==> config.mk <==
export PLATFORM = sky130hd
export DESIGN_NAME = mont_modexp_ctrl
export DESIGN_NICKNAME = d
export VERILOG_FILES = /design/src/rtl/mont_pkg.sv /design/src/rtl/mont_tag_fifo.sv /design/src/rtl/mont_modexp_ctrl.sv
export SDC_FILE = /design/constraint.sdc
export NUM_CORES = 1
export LEC_CHECK = 0
export ABC_AREA = 1
export CAP_MARGIN = 20
export CORE_UTILIZATION = 40
export CTS_CLUSTER_DIAMETER = 60
export DETAILED_ROUTE_END_ITERATION = 16
export HOLD_SLACK_MARGIN = 0.06
export PLACE_DENSITY = 0.82
export SLEW_MARGIN = 15
export SYNTH_ARGS = -nofsm -noshare
export SYNTH_HDL_FRONTEND = slang
export SYNTH_SLANG_ARGS = --single-unit
==> constraint.sdc <==
create_clock -name clk -period 2.8 [get_ports clk]
set_input_delay 0.56 -clock clk [delete_from_list [all_inputs] [get_ports clk]]
set_output_delay 0.56 -clock clk [all_outputs]
set_load 0.03 [all_outputs]
==> src/rtl/mont_pkg.sv <==
// Shared constants and types for the Montgomery modular-exponentiation controller.
//   MOD_M    : modulus, 65521
//   M_PRIME  : -M^-1 mod 2^16, used by the multiplier's reduction step
//   ONE_MONT : R mod M, which is 1 in the Montgomery domain
//   state_t  : controller FSM states
//   tag_t    : kind of an in-flight multiplication (square or multiply)
package mont_pkg;

    localparam logic [15:0] MOD_M    = 16'd65521;
    localparam logic [15:0] M_PRIME  = 16'd61167;
    localparam logic [15:0] ONE_MONT = 16'd15;

    typedef enum logic [2:0] {
        IDLE,
        ISSUE_A,
        ISSUE_B,
        WAIT,
        DONE
    } state_t;

    typedef enum logic {
        SQ,
        MUL
    } tag_t;

endpackage

==> src/rtl/mont_tag_fifo.sv <==
// Two-entry in-order queue of tags for multiplications in flight.
// Ports:
//   clk, rst  : clock, synchronous active-high reset
//   push      : enqueue push_tag (ignored when full unless a pop happens in the same cycle)
//   push_tag  : tag to enqueue
//   pop       : dequeue the head entry (ignored when empty)
//   head      : oldest tag in the queue
//   empty     : queue holds no tags
//   full      : queue holds two tags
//   count     : number of queued tags (0..2)
module mont_tag_fifo
    import mont_pkg::*;
(
    input  logic       clk,
    input  logic       rst,
    input  logic       push,
    input  tag_t       push_tag,
    input  logic       pop,
    output tag_t       head,
    output logic       empty,
    output logic       full,
    output logic [1:0] count
);

    tag_t       mem [2];
    logic       wr_ptr;
    logic       rd_ptr;
    logic [1:0] cnt_q;
    logic       do_push;
    logic       do_pop;

    assign empty   = (cnt_q == 2'd0);
    assign full    = (cnt_q == 2'd2);
    assign count   = cnt_q;
    assign head    = mem[rd_ptr];
    assign do_pop  = pop && !empty;
    // A pop frees the head slot this cycle, so a push into a full queue is safe then.
    assign do_push = push && (!full || do_pop);

    always_ff @(posedge clk) begin
        if (rst) begin
            wr_ptr <= 1'b0;
            rd_ptr <= 1'b0;
            cnt_q  <= 2'd0;
        end else begin
            if (do_push) begin
                mem[wr_ptr] <= push_tag;
                wr_ptr      <= ~wr_ptr;
            end
            if (do_pop) begin
                rd_ptr <= ~rd_ptr;
            end
            cnt_q <= cnt_q + {1'b0, do_push} - {1'b0, do_pop};
        end
    end

endmodule

==> src/rtl/mont_modexp_ctrl.sv <==
// Modular-exponentiation sequencer driving a shared pipelined Montgomery multiplier.
// Right-to-left square-and-multiply; the square and multiply of one exponent bit are
// independent and are issued on consecutive cycles. All values are in Montgomery form.
// Ports:
//   clk, rst                          : clock, synchronous active-high reset
//   req_valid/req_ready               : request handshake; req_base, req_exp are the operands
//   resp_valid/resp_ready             : response handshake; resp_result = base^exp
//   busy                              : a request is in progress
//   err                               : sticky, mul_valid arrived with nothing outstanding
//   mul_a, mul_b, mul_start           : multiplier issue interface
//   mul_result, mul_valid             : multiplier return interface (in issue order)
module mont_modexp_ctrl
    import mont_pkg::*;
#(
    parameter int unsigned W     = 16,
    parameter int unsigned EXP_W = 16
) (
    input  logic             clk,
    input  logic             rst,
    input  logic             req_valid,
    output logic             req_ready,
    input  logic [W-1:0]     req_base,
    input  logic [EXP_W-1:0] req_exp,
    output logic             resp_valid,
    input  logic             resp_ready,
    output logic [W-1:0]     resp_result,
    output logic             busy,
    output logic             err,
    output logic [W-1:0]     mul_a,
    output logic [W-1:0]     mul_b,
    output logic             mul_start,
    input  logic [W-1:0]     mul_result,
    input  logic             mul_valid
);

    state_t           state_q, state_d;
    logic [W-1:0]     base_q, base_d;
    logic [W-1:0]     acc_q, acc_d;
    logic [EXP_W-1:0] e_q, e_d;
    logic             err_q, err_d;

    logic             need_mul;
    logic             need_sq;

    logic             push;
    tag_t             push_tag;
    logic             pop;
    tag_t             head_tag;
    logic             tag_empty;
    logic             tag_full;
    logic [1:0]       tag_count;

    mont_tag_fifo u_tag_fifo (
        .clk      (clk),
        .rst      (rst),
        .push     (push),
        .push_tag (push_tag),
        .pop      (pop),
        .head     (head_tag),
        .empty    (tag_empty),
        .full     (tag_full),
        .count    (tag_count)
    );

    assign need_mul  = e_q[0];
    assign need_sq   = |e_q[EXP_W-1:1];
    assign pop       = mul_valid && !tag_empty;
    assign req_ready = (state_q == IDLE);
    assign busy      = (state_q != IDLE);
    assign err       = err_q;

    always_comb begin
        state_d     = state_q;
        base_d      = base_q;
        acc_d       = acc_q;
        e_d         = e_q;
        err_d       = err_q;
        mul_start   = 1'b0;
        mul_a       = '0;
        mul_b       = '0;
        push        = 1'b0;
        push_tag    = SQ;
        resp_valid  = 1'b0;
        resp_result = '0;

        // Results can land in any state, including ISSUE_B when the multiplier latency is 1.
        // Operands below read the _q registers, so a returning square never feeds the
        // multiply issued for the same exponent bit.
        if (pop) begin
            if (head_tag == SQ) begin
                base_d = mul_result;
            end else begin
                acc_d = mul_result;
            end
        end else if (mul_valid) begin
            err_d = 1'b1;
        end

        unique case (state_q)
            IDLE: begin
                if (req_valid) begin
                    base_d  = req_base;
                    acc_d   = W'(ONE_MONT);
                    e_d     = req_exp;
                    err_d   = 1'b0;
                    state_d = (req_exp == '0) ? DONE : ISSUE_A;
                end
            end
            ISSUE_A: begin
                mul_start = 1'b1;
                push      = !tag_full;
                if (need_sq) begin
                    mul_a    = base_q;
                    mul_b    = base_q;
                    push_tag = SQ;
                end else begin
                    mul_a    = acc_q;
                    mul_b    = base_q;
                    push_tag = MUL;
                end
                state_d = (need_sq && need_mul) ? ISSUE_B : WAIT;
            end
            ISSUE_B: begin
                mul_start = 1'b1;
                mul_a     = acc_q;
                mul_b     = base_q;
                push      = !tag_full || pop;
                push_tag  = MUL;
                state_d   = WAIT;
            end
            WAIT: begin
                if (tag_count == 2'd0) begin
                    e_d     = e_q >> 1;
                    state_d = need_sq ? ISSUE_A : DONE;
                end
            end
            DONE: begin
                resp_valid  = 1'b1;
                resp_result = acc_q;
                if (resp_ready) begin
                    state_d = IDLE;
                end
            end
            default: state_d = IDLE;
        endcase
    end

    always_ff @(posedge clk) begin
        if (rst) begin
            state_q <= IDLE;
            base_q  <= '0;
            acc_q   <= '0;
            e_q     <= '0;
            err_q   <= 1'b0;
        end else begin
            state_q <= state_d;
            base_q  <= base_d;
            acc_q   <= acc_d;
            e_q     <= e_d;
            err_q   <= err_d;
        end
    end

endmodule

; Word level (Yosys, flattened, before mapping)
; Memories as Yosys holds them, arrays and structs flattened. A register that Yosys moved wholly into a read port is not among the register bits.
; Index checks and enable logic that the tools add are counted.
[classes]
addsub = 2
n_eq_ne = 8
muxes = 36
n_bitwise = 2
reduce_logical = 17
[ops]
columns = cell, count
row1 = 2-to-1 mux 16 bit, 13
row2 = one-hot mux 16 bit (2 select lines), 2
row3 = logical NOT 16 bit, 1
row4 = 2-to-1 mux 3 bit, 5
row5 = one-hot mux 3 bit (5 select lines), 1
row6 = OR reduction 15 bit, 1
row7 = 2-to-1 mux 1 bit, 13
row8 = "== test 3 x 2 -> 1 bit, second input constant", 2
row9 = AND reduction 3 bit, 2
row10 = logical AND 1 bit, 4
row11 = "!= test 2 bit, second input constant", 2
row12 = one-hot mux 1 bit (2 select lines), 2
row13 = "== test 3 x 1 -> 1 bit, second input constant", 1
row14 = "== test 3 bit, second input constant", 1
row15 = logical NOT 3 bit, 1
row16 = nonzero test 3 bit, 1
row17 = adder 2 x 1 -> 2 bit, 1
row18 = "== test 2 bit, second input constant", 1
row19 = logical NOT 1 bit, 2
row20 = logical NOT 2 bit, 1
row21 = logical OR 1 bit, 2
row22 = "!= test 2 x 1 -> 1 bit, second input constant", 1
row23 = inverter 1 bit, 2
row24 = nonzero test 2 bit, 1
row25 = 2 further kinds, 2
[totals]
reg_bits = 56
ramBits = 2
in_bits = 53
out_inout_bits = 53
word_cells = 74
memories = 1
[mem_list]
columns = memory, words, width, read_ports, rd_clocked_by_memory_dff, write_ports, line
row1 = u_tag_fifo.mem, 2, 1, 1, 1, 1, mont_tag_fifo.sv:25  ; tag_t mem [2];

; Logic depth before layout (Yosys ltp)
; Gate-level depths: netlist (run 1).
[logic_depth]
depth_word = 9
ltp_mapped = 9

; Modules after synthesis
; A second synthesis (run 1) with hierarchy kept.
[unflattened]
cells_unflattened = 458
area_unflattened_um2 = 3111.7
[by_module_without_submodules]
columns = mod, instances, cells_per_inst, area_each_um2, seq_area_each_um2
row1 = mont_modexp_ctrl, 1, 410, 2761.4, 1041.0
row2 = mont_tag_fifo, 1, 48, 350.3, 160.2

; Worst setup path before layout (run 1)
; No wires, ideal clock.
[synth_path]
path_type = register to output
start = register state_q[2]
end = output resp_result[10]
arrival_ns = 2.190
required_time_ns = 2.240
path_slack_ns = 0.050
path_stages_with_launch = 6
path_cell_list = dfxtp_1 inv_1 nor3_1 inv_1 clkbuf_1 nor2_1
[synth_between]
elab_chain_len = 2
[synth_rtl]
columns = item, line
row1 = start: declaration, mont_modexp_ctrl.sv:36  ; state_t state_q, state_d;
row2 = start signal: assignment, mont_modexp_ctrl.sv:156  ; state_q <= state_d;
row3 = == test 3 bit, mont_modexp_ctrl.sv:99  ; unique case (state_q)
row4 = 2-to-1 mux 16 bit, mont_modexp_ctrl.sv:99
row5 = end: declaration, mont_modexp_ctrl.sv:26  ; output logic [W-1:0] resp_result,
; Every way passes these cells.

; Final worst setup path (run 1)
[layout_path]
start = register state_q[0]
end = output mul_a[0]
[layout_between]
elab_chain_len = 2
word_cells_on_any_way = 3
classes_between = 2 x eq/ne / 1 x mux
[layout_rtl]
columns = item, line
row1 = == test 3 x 2 -> 1 bit / == test 3 x 1 -> 1 bit (equally long branches), mont_modexp_ctrl.sv:99
row2 = one-hot mux 16 bit (2 select lines) *, mont_modexp_ctrl.sv:99
row3 = end: declaration, mont_modexp_ctrl.sv:29  ; output logic [W-1:0] mul_a,
; Mark *: on every way between the ends. The rest lies on a longest branch, timed or not.

==> results of run 1 <==
stage by stage:
| stage | hold slack, ps | setup WS, ps | total power [W] | cell area (sq um) | utilization, % |
|---|---|---|---|---|---|
| final | 449 | 117 | 0.00354 | 4260 | 59.1 |
| after detailed placement | 442 | 228 | 0.00287 | 4080 | 56.5 |
| after floorplan | 426 | 50.3 | 0.00234 | 2970 | - |
| after global placement | 436 | 328 | 0.00281 | 4080 | 56.5 |
| after CTS | 451 | 19.2 | 0.00354 | 4230 | 58.6 |
| after global routing | 494 | 13.1 | 0.00378 | 4260 | 59.1 |
cell type report:
type                       count  area [sq um]
fill                         680          2950
timing repair buffer         111          1090
clock buffer                  12           166
multi-input combinational    299          1440
inverter                      58           220
tap                           99           124
sequential                    59          1200
clock inverter                 4          22.5
worst min path at each step:
stage,cells after the start,slack [ps],from,to
2_1_floorplan,1,430,u_tag_fifo.rd_ptr,flip-flop
3_3_place_gp,1,440,u_tag_fifo.rd_ptr,flip-flop
3_5_place_dp,1,440,u_tag_fifo.rd_ptr,flip-flop
4_1_cts,1,450,u_tag_fifo.rd_ptr,u_tag_fifo.rd_ptr
5_1_grt,2,490,u_tag_fifo.wr_ptr,u_tag_fifo.wr_ptr
6_report,1,450,u_tag_fifo.rd_ptr,flip-flop
power by group through the flow:
stage               combinational (W)  clock [W]  sequential (W)
floorplan                     0.00115          0         0.00119
global placement              0.00161          0         0.00120
detailed placement            0.00166          0         0.00122
CTS                           0.00160   0.000741         0.00120
global route                  0.00177   0.000780         0.00123
finish                        0.00161   0.000727         0.00120
per-layer routing:
| layer | track usage (%) | routed length, microns | vias to the layer above |
|---|---|---|---|
| li1 | - | - | 1636 |
| met1 | 27.1 | 3660 | 1483 |
| met2 | 36.5 | 4080 | 146 |
| met3 | 6.03 | 787 | 15 |
| met4 | 12.6 | 180 | 0 |
| met5 | 0 | 0 | - |
sequential cells by signal, indices dropped and copies added, names as in the netlist, named ones only:
name / count
acc_q: 16
base_q: 16
e_q: 16
state_q: 3
u_tag_fifo.count: 2
u_tag_fifo.mem: 2
err: 1
u_tag_fifo.rd_ptr: 1
u_tag_fifo.wr_ptr: 1
cell usage in the layout (no fill, tap or decap), drive strengths merged:
cell type,netlist,routed
clkinvlp,0,1
edfxtp,2,2
o211ai,2,2
clkdlybuf4s50,0,57
nand3,24,24
clkbuf,12,12
nand2,87,87
dlymetal6s2s,0,15
a21oi,28,28
ha,1,1
a31oi,16,16
inv,58,58
nor3,4,4
dfxtp,57,57
o21bai,1,1
o21ai,59,59
nor2,59,59
o22ai,17,17
clkinv,0,3
buf,11,6
xnor2,1,1
dlygate4sd2,0,33
worst max-delay path: stages (launching register included):
cell,delay (ps)
dfxtp_1,460
inv_1,120
nor3_2,270
a31oi_2,130
buf_4,220
o22ai_1,170
dlygate4sd2_1,420
logic make-up after synthesis:
kind of cell,after synthesis
buf+inv,81
flops,59
compound gates,123
fa+ha+maj,1
xor+xnor,1
simple gates,174
what timing repair did:
action | in CTS | in global routing
resized for setup | 34 | 15
setup endpoints to repair | 48 | 15
hold buffers | 0 | 0
==> out/results.ini, run 1 <==
[placed_design]
hpwl_microns = 6200
place_congestion = 0.866
place_inst = 626
io_buffers = 105

[cells_and_area]
stdcell_count = 642
area_delta_synth_final_pct = 43.6
fin_nets = 592
n_antenna_cell = 0
layout-drive-gt1-share_pct = 6.45

[synthesis]
synth.most_common_cell = nand2_1
synth_area_leader_cell = dfxtp_1
synth-compound-area-share_pct = 22.6
synthTopCellsByArea = dfxtp_1, nand2_1, o21ai_0
synth_cells = 439
synth_top_area_share_pct = 38.4
synth_edf_count = 2
synth_top_family_by_area = simple AND/OR/NAND/NOR gates
synth.area.mux_share_pct = 0
synth-main-ff-cell = dfxtp_1
async_reset_ff_share_pct = 0
synth.yosys.warnings = 0
syn_avg_cell_area_sq_um = 6.77
synth_cell_types = 31
synth_xor_xnor_area_share_pct = 0.295
ys_ff_latch = 59
post_synth_and_or_nand_nor_area_fraction_pct = 25.1
syn-cell-area_sq_mm = 0.00297
syn-num-nets = 493
synth_fa_ha_area_share_pct = 0.421
synth.cells.most_frequent = nand2_1, dfxtp_1, nor2_1
seq_area_frac_synth_pct = 40.4

[drt]
wl_per_cell_microns = 13.6
dr.pass1.iters = 5
wirelength_microns = 8710
route.antenna.remaining_nets = 0
drt_iter0_drc = 192
viasPerCell = 5.11
via_count = 3280
drc = 0

[grt]
grt_pass1_wl_microns = 13200
grt_usage_pct = 22.5
grt-ovfl-total = 0
antenna_found_initial = 0
grt_pass1_vias = 2871
grt_max_degree = 39

[clock_tree]
clk_latency_ps = 340
clockRootBuffer = clkbuf_8
cts_buffer_depth = 2
clkSinkCount = 59
postCtsSetupBuffers = 0
numCtsBuffers = 9
cts_tree = yes
ctsHtreeMaxLevel = 3
clk_pin_slew_worst_paths_ps = 70

[power]
seqPwrFrac_pct = 34.0
ir_drop_v = 0.000417
power_leakage_nw = 2.14
comb_power_share_pct = 45.5
power.share.switching_pct = 43.5
pwr-share-clk_pct = 20.5
p_sw_w = 0.00154
p_per_area_mw_per_mm2 = 829
intPower_w = 0.00200

[floorplan]
dieArea_sq_mm = 0.00777
die_x_microns = 88.2
die_y_microns = 88.2
start_util_pct = 41.2
design.core.area_sq_mm = 0.00721
io_pins = 106
row_count = 31

[setup_path]
worstPathRequired_ps = 2240
rr_worst_depth = 6
cp_max_fo = 17
worstReg2RegEnd = e_q[4]
r2r_slack_ps = 830
end_kind = primary output
crit_type = reg2out
arrival_ps = 2120
startpoint = state_q[0]
worstSetupStartpointType = flip-flop
endpoint = mul_a[0]
r2r_start = state_q[1]

[outcome]
outcome = finished, final reports clean

[timing]
hold_viol = 0
finalCriticalPeriod_ps = 2680
post-route-period-util_pct = 95.8
maxSlewHeadroom_pct = 73.0
drv_slew = 0
rsz0062_at_grt = false
setup_tns_ps = 0
clock_skew_ps = 7.70
fmax_mhz = 373
tightest_slew_ps = 400
setup_violations = 0

[job]
max_cap_violations = 0

[hold_path]
hold_path.class = reg2reg

No activity file was read; power rests on OpenSTA's default activity.
==> run 2: changes to the inputs <==
- CORE_ASPECT_RATIO: unset -> 1.25
==> run 2 against run 1 <==
Effect of this change:
- final area rose by 0.53%
- first-iteration DRC count fell by 20%
- critical path depth did not move
- total power rose by 3.3%
- routed wire length rose by 0.63%
- non-clock buffer count rose by 1
- sequential share of layout area fell by 0.15 points
- highest routed layer unchanged
==> out/results.ini, run 2 (synthesized netlist as in run 1, its figures left out) <==
[drt]
wirelength_microns = 8760  ; +0.63%
dr.pass1.iters = 6  ; +1
via_count = 3268  ; -0.37%
drc = 0  ; unchanged
drt_iter0_drc = 153  ; -20%
route.antenna.remaining_nets = 0  ; unchanged
viasPerCell = 5.15  ; +0.89%
wl_per_cell_microns = 13.8  ; +1.9%

[cells_and_area]
multi_input_area_sq_mm = 0.00144  ; unchanged
ff_latch_area_sq_mm = 0.00120  ; unchanged
fin_nets = 593  ; +0.17%
fillers = 681  ; +0.15%
n_antenna_cell = 0  ; unchanged
mostFrequentLayoutCells = nand2_1, nor2_1, dfxtp_1, clkdlybuf4s50_1, o21ai_0
final_common_cell = nand2_1
layout-drive-gt1-share_pct = 6.80  ; +0.36 points
reg_top3 = acc_q: 16 flops, base_q: 16 flops, e_q: 16 flops
area_delta_synth_final_pct = 44.3

[floorplan]
start_util_pct = 42.1  ; +0.89 points
io_pins = 106  ; unchanged
die_x_microns = 79.1  ; -10%
dieArea_sq_mm = 0.00778  ; about the same
row_count = 34  ; +9.7%
die_y_microns = 98.3  ; +12%
design.core.area_sq_mm = 0.00706  ; -2.1%

[placed_design]
place_congestion = 0.885  ; +2.1%
io_buffers = 105  ; unchanged
hpwl_microns = 6340  ; +2.2%

[power]
power_leakage_nw = 2.14  ; +0.36%
p_per_area_mw_per_mm2 = 852  ; +2.8%
ir_drop_v = 0.000585  ; +40%
power_w = 0.00365  ; +3.3%

[timing]
post-route-period-util_pct = 95.4  ; -0.41 points
rsz0062_at_grt = false
finalCriticalPeriod_ps = 2670  ; -11.5 ps
setup_violations = 0  ; unchanged
maxSlewHeadroom_pct = 73.1  ; about the same
fmax_mhz = 374  ; +0.43%
drv_slew = 0  ; unchanged
hold_viol = 0  ; unchanged
clock_skew_ps = 8.64  ; +0.945 ps
tightest_slew_ps = 400  ; -0.495 ps
setup_tns_ps = 0  ; unchanged

[clock_tree]
clk_latency_ps = 340  ; about the same
clkSinkCount = 59  ; unchanged
cts_buffer_depth = 2  ; unchanged
ctsHtreeMaxLevel = 3  ; unchanged
cts_hold_buf = 0  ; unchanged
cts_tree = yes
clk_pin_slew_worst_paths_ps = 70  ; about the same
postCtsSetupBuffers = 0  ; unchanged
clockRootBuffer = clkbuf_8
numCtsBuffers = 9  ; unchanged

[setup_path]
arrival_ps = 2110  ; about the same
end_kind = primary output
worstSetupStartpointType = flip-flop
cp_max_fo = 17  ; unchanged
crit_type = reg2out
worstPathRequired_ps = 2240  ; about the same

[grt]
grt-ovfl-total = 0  ; unchanged
grt_pass1_wl_microns = 14200  ; +7.4%
use_met2_pct = 41.5  ; +5.0 points
grt_max_degree = 39  ; unchanged
grt_use_met3_pct = 5.89  ; -0.14 points
grt_usage_pct = 23.5  ; +0.98 points
antenna_found_initial = 0  ; unchanged
busiest_layer = met2
use_met1_pct = 26.4  ; -0.65 points
grt_pass1_vias = 3104  ; +8.1%

[hold_path]
hold_path.class = reg2reg

[outcome]
outcome = finished, final reports clean

[job]
max_cap_violations = 0  ; unchanged

-- run 2: cell count changes in the layout (fill, tap and decap cells not counted), sizes merged --
cell,delta
clkbuf,-3
dlygate4sd2,-1
buf,+2
clkinvlp,+1
bufinv,+2
-- run 2: routing by layer --
| metal | routed length (microns) | part of all wire (%) |
|---|---|---|
| met5 | 0 | 0 |
| met3 | 553 | 6.3 |
| met1 | 3680 | 42 |
| met4 | 226 | 2.6 |
| met2 | 4310 | 49 |
-- run 2: final timing paths --
kind	start	end	slack, ps	depth (start not counted)
worst min register to register	u_tag_fifo.rd_ptr	flip-flop	450	1
worst max register to register	state_q[1]	e_q[6]	860	6
worst max-delay path	state_q[0]	mul_a[8]	130	6
worst min-delay path	u_tag_fifo.rd_ptr	flip-flop	450	1
-- run 2: per-stage QoR --
| stage | utilization [%] | hold WS (ps) | setup slack (ps) | cells | area, sq um |
|---|---|---|---|---|---|
| 6_report | 60.7 | 446 | 129 | 634 | 4290 |
| 5_1_grt | 60.7 | 467 | 30.8 | 634 | 4290 |
| 4_1_cts | 60.2 | 449 | 13.5 | 634 | 4250 |
| 3_5_place_dp | 57.7 | 450 | 242 | 618 | 4070 |
| 3_3_place_gp | 57.7 | 437 | 321 | 618 | 4070 |
| 2_1_floorplan | - | 426 | 50.3 | 439 | 2970 |
-- run 2: where the power goes --
group | leakage [nW] | switching (W) | internal, W | total, W
clock | 0.103 | 0.000344 | 0.000497 | 0.000841
combinational | 1.55 | 0.00108 | 0.000533 | 0.00161
sequential | 0.488 | 0.000124 | 0.00107 | 0.00120
total | 2.14 | 0.00155 | 0.00210 | 0.00365
-- run 2: worst max-delay path: stages (launching register included) --
cell and delay, ps:
dfxtp_1 450, inv_1 110, nor3_2 270, a31oi_2 130
buf_4 230, o22ai_1 150, dlygate4sd2_1 430
-- run 2: cell type report --
cell class	count	share of cell area (%)
Sequential cell	59	28.0
Timing Repair Buffer	112	25.6
Clock buffer	9	2.89
Tap cell	90	2.63
Inverter	58	5.14
Multi-Input combinational cell	299	33.5
Clock inverter	7	2.16
-- run 2: what timing repair did --
action                                  in CTS  in global routing
cloned                                       0                  0
endpoints found under the setup margin      47                 15
gates resized for setup                     33                 15
==> run 3: changes to the inputs <==
- MAX_ROUTING_LAYER: unset -> met4
==> run 3 against run 2 <==
Effect of this change:
- clock skew down 1.3 ps
- non-clock buffer count unchanged
- via count up 0.15%
- clock power about the same
- largest cell class unchanged
- count of clock-buffer cells in the layout unchanged
- largest power group unchanged
- final cell count unchanged
- register-to-register slack about the same
- total power down 0.15%
- critical endpoint unchanged
==> out/results.ini, run 3 (synthesized netlist as in run 1, its figures left out) <==
[grt]
grt_pass1_vias = 3097  ; -0.23%
grt_max_degree = 39  ; unchanged
busiest_layer = met2
grt_pass1_wl_microns = 14200  ; -0.25%
grt_use_met3_pct = 4.67  ; -1.2 points
use_met2_pct = 41.6  ; +0.13 points
grt_usage_pct = 24.1  ; +0.58 points
antenna_found_initial = 0  ; unchanged
use_met1_pct = 26.2  ; -0.23 points
grt-ovfl-total = 0  ; unchanged

[floorplan]
start_util_pct = 42.1  ; unchanged
design.core.area_sq_mm = 0.00706  ; unchanged
die_x_microns = 79.1  ; unchanged
die_y_microns = 98.3  ; unchanged
io_pins = 106  ; unchanged
dieArea_sq_mm = 0.00778  ; unchanged
row_count = 34  ; unchanged

[drt]
dr.pass1.iters = 5  ; -1
wirelength_microns = 8680  ; -0.98%
via_count = 3273  ; +0.15%
drc = 0  ; unchanged
drt_iter0_drc = 118  ; -23%
wl_per_cell_microns = 13.7  ; -0.98%
viasPerCell = 5.16  ; +0.15%
route.antenna.remaining_nets = 0  ; unchanged

[timing]
post-route-period-util_pct = 95.1  ; -0.34 points
maxSlewHeadroom_pct = 73.7  ; +0.60 points
tightest_slew_ps = 391  ; -8.97 ps
clock_skew_ps = 7.34  ; -1.30 ps
rsz0062_at_grt = false
hold_viol = 0  ; unchanged
finalCriticalPeriod_ps = 2660  ; -9.50 ps
holdWs_ps = 448  ; +1.04 ps
setup_tns_ps = 0  ; unchanged
drv_slew = 0  ; unchanged
fmax_mhz = 376  ; +0.36%
setup_violations = 0  ; unchanged

[clock_tree]
ctsHtreeMaxLevel = 3  ; unchanged
clk_pin_slew_worst_paths_ps = 70  ; about the same
clkSinkCount = 59  ; unchanged
cts_tree = yes
cts_hold_buf = 0  ; unchanged
cts_buffer_depth = 2  ; unchanged
clockRootBuffer = clkbuf_8
clk_latency_ps = 340  ; about the same
numCtsBuffers = 9  ; unchanged

[cells_and_area]
area_delta_synth_final_pct = 44.3  ; unchanged
final_common_cell = nand2_1
reg_top3 = acc_q: 16 flops, base_q: 16 flops, e_q: 16 flops
fin_nets = 593  ; unchanged
layout-drive-gt1-share_pct = 6.80  ; unchanged
n_antenna_cell = 0  ; unchanged
mostFrequentLayoutCells = nand2_1, nor2_1, dfxtp_1, clkdlybuf4s50_1, o21ai_0

[placed_design]
hpwl_microns = 6340  ; unchanged
place_congestion = 0.899  ; +1.7%
io_buffers = 105  ; unchanged

[setup_path]
arrival_ps = 2100  ; about the same
worstPathBufferInverterCount = 3  ; unchanged
worstReg2RegEnd = e_q[7]
r2r_slack_ps = 870  ; about the same
cpPeakStageDelay_ps = 450  ; about the same
path_cells = inv_1 -> nor3_2 -> a31oi_2 -> buf_4 -> o22ai_1 -> dlygate4sd2_1
worstPathRequired_ps = 2240  ; about the same
end_kind = primary output
cp_max_fo = 17  ; unchanged
r2r_start = state_q[1]
worstSetupStartpointType = flip-flop
crit_type = reg2out
crit_slowest_cell = dfxtp_1
path_delay_family = buffers and inverters
rr_worst_depth = 6  ; unchanged

[outcome]
outcome = finished, final reports clean

[power]
power_w = 0.00365  ; -0.15%
p_per_area_mw_per_mm2 = 851  ; -0.15%
ir_drop_v = 0.000581  ; -0.64%
power_leakage_nw = 2.14  ; unchanged

[hold_path]
whs_path_depth = 1  ; unchanged
hold_start = u_tag_fifo.rd_ptr
hold_path.class = reg2reg

[job]
max_cap_violations = 0  ; unchanged

-- run 3: cell counts in the layout (fill, tap and decap cells not counted) --
No cell type changed its count.
-- run 3: where the power goes --
part	internal (W)	switching (W)
clock	0.000497	0.000343
combinational	0.000533	0.00108
sequential	0.00107	0.000123
-- run 3: worst max-delay path by stage --
stage,start,endpoint,slack [ps],depth (start not counted)
after detailed placement,state_q[2],resp_result[11],240,5
after global placement,state_q[0],mul_a[10],320,6
after floorplan,state_q[2],resp_result[10],50,5
after CTS,state_q[2],resp_result[0],10,5
after global routing,state_q[0],mul_a[5],40,6
final,state_q[0],mul_a[8],140,6
-- run 3: final cells by class --
class / count / area (sq um)
clock buffers: 9 / 124
clock inverters: 7 / 92.6
fillers: 681 / 2780
inverters: 58 / 220
multi-input cells: 299 / 1440
flip-flops and latches: 59 / 1200
well taps: 90 / 113
repair buffers: 112 / 1100
-- run 3: per-layer routing --
metal	vias up	wire, microns
li1	1636	-
met2	138	4300
met1	1477	3530
met5	-	0
met4	0	232
met3	22	610
-- run 3: per-stage QoR --
stage	instances	utilization, %	worst slack (ps)	cell area (sq um)
floorplan	439	-	50.3	2970
global placement	618	57.7	321	4070
detailed placement	618	57.7	242	4070
CTS	634	60.2	13.5	4250
global route	634	60.7	35.8	4290
finish	634	60.7	139	4290
-- run 3: timing repair --
| action | 4_1_cts | 5_1_grt |
|---|---|---|
| endpoints found under the hold margin | 0 | 0 |
| resized for setup | 33 | 15 |
| setup endpoints to repair | 47 | 15 |
| setup buffers | 0 | 0 |
